===== src/rtl/uart_tx.sv =====
// uart_tx -- serial UART transmitter.
//
// Accepts a parallel word over a valid/ready handshake and shifts it out on
// a single line. The frame is a start bit (0), DATA_W data bits LSB first,
// an optional even-parity bit, then a stop bit (1). Each bit lasts
// CLKS_PER_BIT clock cycles. The line idles high.
//
// Parameters:
//   DATA_W        data bits per frame (1..16)
//   CLKS_PER_BIT  clock cycles per serial bit (>= 2)
//   PARITY_EN     1 inserts an even-parity bit after the data bits
//
// Ports:
//   clk      single clock, rising edge
//   rst      synchronous active-high reset
//   s_data   word to transmit
//   s_valid  s_data is valid
//   s_ready  transmitter can accept a word (registered)
//   tx       serial line output (registered)
//   busy     a frame is in progress (registered)
module uart_tx #(
    parameter int DATA_W       = 8,
    parameter int CLKS_PER_BIT = 16,
    parameter int PARITY_EN    = 0
) (
    input  logic              clk,
    input  logic              rst,
    input  logic [DATA_W-1:0] s_data,
    input  logic              s_valid,
    output logic              s_ready,
    output logic              tx,
    output logic              busy
);

    localparam int BAUD_W = $clog2(CLKS_PER_BIT);
    // DATA_W+1 keeps the width at least 1 when DATA_W is 1.
    localparam int BIT_W  = $clog2(DATA_W + 1);

    localparam logic [BAUD_W-1:0] BAUD_LAST = BAUD_W'(CLKS_PER_BIT - 1);
    localparam logic [BIT_W-1:0]  BIT_LAST  = BIT_W'(DATA_W - 1);

    typedef enum logic [2:0] {
        IDLE,
        START,
        DATA,
        PARITY,
        STOP
    } state_t;

    state_t            state;
    state_t            state_nxt;
    logic [BAUD_W-1:0] baud_cnt;
    logic [BAUD_W-1:0] baud_nxt;
    logic [BIT_W-1:0]  bit_cnt;
    logic [BIT_W-1:0]  bit_nxt;
    logic [DATA_W-1:0] shift_q;
    logic [DATA_W-1:0] shift_nxt;
    logic              parity_q;
    logic              parity_nxt;
    logic              tx_nxt;
    logic              take;
    logic              bit_end;

    function automatic logic even_parity(input logic [DATA_W-1:0] d);
        return ^d;
    endfunction

    // Next-state, counters and the value tx will carry next cycle.
    always_comb begin
        state_nxt  = state;
        baud_nxt   = baud_cnt;
        bit_nxt    = bit_cnt;
        shift_nxt  = shift_q;
        parity_nxt = parity_q;
        tx_nxt     = 1'b1;
        take       = s_ready && s_valid;
        bit_end    = (baud_cnt == BAUD_LAST);

        case (state)
            IDLE: begin
                if (take) begin
                    state_nxt  = START;
                    baud_nxt   = '0;
                    bit_nxt    = '0;
                    shift_nxt  = s_data;
                    parity_nxt = even_parity(s_data);
                end
            end
            START: begin
                if (bit_end) begin
                    state_nxt = DATA;
                    baud_nxt  = '0;
                    bit_nxt   = '0;
                end else begin
                    baud_nxt = baud_cnt + 1'b1;
                end
            end
            DATA: begin
                if (bit_end) begin
                    baud_nxt  = '0;
                    shift_nxt = shift_q >> 1;
                    if (bit_cnt == BIT_LAST) begin
                        state_nxt = (PARITY_EN != 0) ? PARITY : STOP;
                        bit_nxt   = '0;
                    end else begin
                        bit_nxt = bit_cnt + 1'b1;
                    end
                end else begin
                    baud_nxt = baud_cnt + 1'b1;
                end
            end
            PARITY: begin
                if (bit_end) begin
                    state_nxt = STOP;
                    baud_nxt  = '0;
                    bit_nxt   = '0;
                end else begin
                    baud_nxt = baud_cnt + 1'b1;
                end
            end
            STOP: begin
                if (bit_end) begin
                    state_nxt = IDLE;
                    baud_nxt  = '0;
                    bit_nxt   = '0;
                end else begin
                    baud_nxt = baud_cnt + 1'b1;
                end
            end
            default: begin
                state_nxt = IDLE;
                baud_nxt  = '0;
                bit_nxt   = '0;
            end
        endcase

        // tx is registered, so it is derived from where the FSM is going.
        case (state_nxt)
            START:   tx_nxt = 1'b0;
            DATA:    tx_nxt = shift_nxt[0];
            PARITY:  tx_nxt = parity_nxt;
            default: tx_nxt = 1'b1;
        endcase
    end

    // Control state: reset forces an idle-high line with s_ready low for
    // one cycle, aborting any frame in flight.
    always_ff @(posedge clk) begin
        if (rst) begin
            state    <= IDLE;
            baud_cnt <= '0;
            bit_cnt  <= '0;
            tx       <= 1'b1;
            s_ready  <= 1'b0;
            busy     <= 1'b0;
        end else begin
            state    <= state_nxt;
            baud_cnt <= baud_nxt;
            bit_cnt  <= bit_nxt;
            tx       <= tx_nxt;
            s_ready  <= (state_nxt == IDLE);
            busy     <= (state_nxt != IDLE);
        end
    end

    // Datapath: only loaded on a handshake, so it needs no reset.
    always_ff @(posedge clk) begin
        shift_q  <= shift_nxt;
        parity_q <= parity_nxt;
    end

endmodule


===== config.mk =====
export PLATFORM = sky130hd
export DESIGN_NAME = uart_tx
export DESIGN_NICKNAME = d
export VERILOG_FILES = /design/src/rtl/uart_tx.sv
export SDC_FILE = /design/constraint.sdc
export NUM_CORES = 1
export LEC_CHECK = 0
export CAP_MARGIN = 0
export CORE_MARGIN = 2
export CORE_UTILIZATION = 54
export CTS_CLUSTER_DIAMETER = 40
export DETAILED_ROUTE_END_ITERATION = 16
export PLACE_DENSITY = 0.81
export SYNTH_ARGS = -nofsm -noshare
export SYNTH_HDL_FRONTEND = slang
export SYNTH_SLANG_ARGS = --single-unit

===== constraint.sdc =====
create_clock -name clk -period 1.8 [get_ports clk]
set_input_delay 0.36 -clock clk [delete_from_list [all_inputs] [get_ports clk]]
set_output_delay 0.36 -clock clk [all_outputs]
set_load 0.01 [all_outputs]

==> results of run 1 <==
-- logic make-up (layout without fill, tap and decap cells) --
logic type,count (synthesis),count (layout),synth area share [%]
multiplexers,1,1,0.936
flip-flops,23,23,44.1
XOR/XNOR,8,8,5.83
AO/OA/AOI/OAI,34,34,23.7
buffers and inverters,9,27,4.58
AND/OR/NAND/NOR,41,41,18.7
adder cells (fa/ha/maj),2,2,2.08
-- path summary, 6_finish.rpt --
check / endpoint / slack (ns)
worst min register to register: parity_q / 0.50
worst max-delay path: s_ready / 0.04
worst max register to register: s_ready / 0.04
worst min-delay path: parity_q / 0.50
-- Yosys cell counts (2+ instances only) --
cell,instances,area [sq um]
sky130_fd_sc_hd__nand3b_1,2,15.0
sky130_fd_sc_hd__a311oi_1,2,17.5
sky130_fd_sc_hd__xnor2_1,7,61.3
sky130_fd_sc_hd__buf_2,2,10.0
sky130_fd_sc_hd__nand2_1,7,26.3
sky130_fd_sc_hd__ha_1,2,25.0
sky130_fd_sc_hd__and3_1,2,12.5
sky130_fd_sc_hd__or3_1,2,12.5
sky130_fd_sc_hd__and2_1,2,12.5
sky130_fd_sc_hd__a22o_1,6,52.6
sky130_fd_sc_hd__edfxtp_1,7,210
sky130_fd_sc_hd__buf_6,2,22.5
sky130_fd_sc_hd__nand3_1,7,35.0
sky130_fd_sc_hd__dfxtp_1,16,320
sky130_fd_sc_hd__a31oi_1,2,12.5
sky130_fd_sc_hd__inv_1,3,11.3
sky130_fd_sc_hd__o21ai_0,2,10.0
sky130_fd_sc_hd__nand2b_1,2,12.5
sky130_fd_sc_hd__nor2_1,10,37.5
sky130_fd_sc_hd__a21oi_1,7,35.0
-- power breakdown --
group	switching [W]	internal [W]	leakage, nW
clock	0.000143	0.0000862	0.0150
sequential	0.0000211	0.000569	0.201
combinational	0.0000901	0.000107	0.290
-- critical path, delay by kind of cell (launching register included) --
family / cells / cell delay (ns)
AOI/OAI and AO/OA: 1 / 0.15
DFF: 1 / 0.36
adders and majority gates: 1 / 0.23
and+or+nand+nor: 3 / 0.94
-- registers in the layout, summed over array words and instances, names as in the netlist --
name	flops
s_ready	1
busy	1
baud_cnt	4
shift_q	8
bit_cnt	4
state	3
parity_q	1
tx	1
-- layer usage --
layer	part of all wire, %	routed length, microns	GRT usage (%)
met1	42	1020	24.5
met2	52	1260	36.8
met3	4.8	116	3.22
met4	0.91	22	7.21
met5	0	0	0
-- cell type report --
class / instances / share of cell area, %
multi-input combinational: 86 / 44.3
inverter: 3 / 0.799
sequential: 23 / 37.6
clock buffer: 4 / 1.86
timing repair buffer: 20 / 13.0
tap: 28 / 2.48
-- per-stage QoR --
step / worst slack (ns) / area [sq um] / TNS [ns] / hold WS [ns]
6_report: 0.0411 / 1410 / 0 / 0.500
5_1_grt: -0.0154 / 1410 / -0.0260 / 0.533
4_1_cts: 0.0793 / 1400 / 0 / 0.502
3_5_place_dp: -0.00468 / 1380 / -0.00468 / 0.484
3_3_place_gp: 0.0361 / 1380 / 0 / 0.461
2_1_floorplan: 0.0936 / 1200 / 0 / 0.423
==> impl_results.html, run 1 <==
<table>
<tr><th>Metric</th><th>Value</th></tr>
<tr><th colspan="2">Outcome</th></tr>
<tr><td>Run status</td><td>completed</td></tr>
<tr><th colspan="2">CTS</th></tr>
<tr><td>H-tree levels</td><td>1</td></tr>
<tr><td>TritonCTS sink count</td><td>23</td></tr>
<tr><td>Largest buffer count on any clock path</td><td>2</td></tr>
<tr><td>Number of buffers inserted by post-CTS setup repair</td><td>0</td></tr>
<tr><td>Root Buffer Master</td><td>sky130_fd_sc_hd__clkbuf_4</td></tr>
<tr><td>Clock-pin slew on the worst setup and hold paths</td><td>around 0.12 ns</td></tr>
<tr><td>Num CTS Buffers</td><td>3</td></tr>
<tr><td>Worst-skew pair later-pin latency</td><td>0.30 ns</td></tr>
<tr><td>Hold buffer count at cts</td><td>0</td></tr>
<tr><td>Resized cells post-CTS</td><td>0</td></tr>
<tr><td>Clock tree from TritonCTS</td><td>built</td></tr>
<tr><th colspan="2">Timing</th></tr>
<tr><td>Setup repair after global routing missed its margin</td><td>yes</td></tr>
<tr><td>Headroom to the max-slew limit</td><td>64.0%</td></tr>
<tr><td>Achievable clock frequency</td><td>approximately 0.57 GHz</td></tr>
<tr><td>Share of the cycle needed by the critical path after routing</td><td>97.7%</td></tr>
<tr><td>Final worst clock skew</td><td>approximately 0.0052 ns</td></tr>
<tr><td>Number of max-slew violations in the final report</td><td>0</td></tr>
<tr><td>Post-layout min period</td><td>1.76 ns</td></tr>
<tr><td>Final-report hold violation count</td><td>0</td></tr>
<tr><td>Setup-violating endpoint count in the final report</td><td>0</td></tr>
<tr><td>Worst-Margin Slew</td><td>roughly 0.53 ns</td></tr>
<tr><th colspan="2">Layout</th></tr>
<tr><td>Number of antenna cells inserted</td><td>0</td></tr>
<tr><td>Finished Core Util</td><td>65.6%</td></tr>
<tr><td>Share of final-layout standard cells stronger than drive strength 1</td><td>16.2%</td></tr>
<tr><td>Most frequent cells in the layout</td><td>16 x sky130_fd_sc_hd__dfxtp_1, 13 x sky130_fd_sc_hd__clkdlybuf4s50_1, 10 x sky130_fd_sc_hd__nor2_1</td></tr>
<tr><td>Filler cell count in the final layout</td><td>164</td></tr>
<tr><td>Multi-input combinational cell area</td><td>624 sq um</td></tr>
<tr><td>Final Non-Filler Cells</td><td>164</td></tr>
<tr><td>Total area of sequential cells</td><td>531 sq um</td></tr>
<tr><td>Synth-to-layout area growth</td><td>17.3%</td></tr>
<tr><td>Leading cell type in the layout, fill and taps excluded</td><td>sky130_fd_sc_hd__dfxtp_1</td></tr>
<tr><td>Number of nets in the finished design</td><td>150</td></tr>
<tr><th colspan="2">Power</th></tr>
<tr><td>Static Leak</td><td>0.506 nW</td></tr>
<tr><td>Worst-case vdd ir drop</td><td>0.478 mV</td></tr>
<tr><td>Power density of the placed cells</td><td>721 mW/mm^2</td></tr>
<tr><td>Overall power</td><td>0.00102 W</td></tr>
<tr><th colspan="2">Floorplan</th></tr>
<tr><td>Starting Density</td><td>about 56%</td></tr>
<tr><td>Vertical die dimension</td><td>51.2 microns</td></tr>
<tr><td>I/O pin cnt</td><td>14</td></tr>
<tr><td>Core area</td><td>~0.0021 sq mm</td></tr>
<tr><td>X dimension of the die</td><td>51.2 microns</td></tr>
<tr><td>Floorplan die area</td><td>between 0.002 and 0.003 sq mm</td></tr>
<tr><td>Floorplan row count</td><td>17</td></tr>
<tr><th colspan="2">GRT</th></tr>
<tr><td>Initial antenna violation count</td><td>0</td></tr>
<tr><td>Maximum number of pins on one net before global-route repair</td><td>13</td></tr>
<tr><td>Global-route wire length before repair</td><td>4.08 mm</td></tr>
<tr><td>Number of global-route vias before repair</td><td>936</td></tr>
<tr><td>GRT Overall Usage</td><td>about a fifth</td></tr>
<tr><td>Remaining Overflow, GRT</td><td>0</td></tr>
<tr><th colspan="2">Detailed routing</th></tr>
<tr><td>Wire length after detailed routing</td><td>2.41 mm</td></tr>
<tr><td>Via count</td><td>about 970</td></tr>
<tr><td>Drt via density</td><td>between 5 and 6</td></tr>
<tr><td>Count of antenna-violating nets left after detailed routing</td><td>0</td></tr>
<tr><td>Wire per inst</td><td>14.7 microns</td></tr>
<tr><td>Starting DRC count in detailed routing</td><td>24</td></tr>
<tr><td>First-pass iteration count of the detailed router</td><td>4</td></tr>
<tr><td>Residual DRC</td><td>0</td></tr>
<tr><th colspan="2">Logic synthesis</th></tr>
<tr><td>Netlist Area Pre-Place</td><td>0.00120 sq mm</td></tr>
<tr><td>Syn Inst Count</td><td>118</td></tr>
<tr><td>Most instantiated flip-flop cell in the synthesis netlist</td><td>sky130_fd_sc_hd__dfxtp_1</td></tr>
<tr><td>Post-synth EDFFs</td><td>7</td></tr>
<tr><td>Synthesis warning total</td><td>0</td></tr>
<tr><td>Post-synthesis cell type count</td><td>46</td></tr>
<tr><td>Post-synthesis area per instance</td><td>10.2 sq um</td></tr>
<tr><td>Post-synth ARST share</td><td>0%</td></tr>
<tr><td>Sequential fraction of the synthesis area</td><td>44.1%</td></tr>
<tr><td>#FFs+latches synth</td><td>23</td></tr>
<tr><td>Number of nets produced by synthesis</td><td>about 130</td></tr>
<tr><th colspan="2">Min path</th></tr>
<tr><td>Min-delay worst type</td><td>register to register</td></tr>
<tr><td>Worst Hold Path Cells</td><td>2</td></tr>
<tr><td>Beginning of the worst hold path</td><td>parity_q</td></tr>
<tr><th colspan="2">Worst setup path</th></tr>
<tr><td>Critical path startpoint</td><td>baud_cnt[1]</td></tr>
<tr><td>Startpoint of the worst register-to-register path</td><td>baud_cnt[1]</td></tr>
<tr><td>Cell with the biggest individual delay on the critical path</td><td>sky130_fd_sc_hd__nor4b_1</td></tr>
<tr><td>Type of the worst setup path</td><td>register to register</td></tr>
<tr><td>CP Cell Sequence</td><td>ha_1 &gt; and3_2 &gt; nor4b_1 &gt; a311oi_1 &gt; and3_1</td></tr>
<tr><td>Critical Path RT</td><td>2.01 ns</td></tr>
<tr><td>Crit end category</td><td>register</td></tr>
<tr><td>Max stage delay on crit path</td><td>between 0.4 and 0.5 ns</td></tr>
<tr><td>Critical path peak fanout</td><td>6</td></tr>
<tr><td>Critical path arrival</td><td>1.97 ns</td></tr>
<tr><td>Launching element type of the critical path</td><td>register</td></tr>
<tr><td>Depth of the most critical reg-to-reg path</td><td>5</td></tr>
<tr><th colspan="2">Place</th></tr>
<tr><td>Port-buffer cells</td><td>13</td></tr>
<tr><td>DP Wirelength</td><td>1.85 mm</td></tr>
<tr><td>Placer Congestion</td><td>0.873</td></tr>
<tr><td>Inst Count DP</td><td>160</td></tr>
<tr><th colspan="2">Run</th></tr>
<tr><td>Maxcap violations</td><td>0</td></tr>
</table>
No activity file was read; power rests on OpenSTA's default activity.
==> run 2: changes to the inputs <==
- CTS_CLUSTER_DIAMETER: 40 -> not set
==> results of run 2 <==
No change in the layout: final DEF, timing and power equal those of run 1.
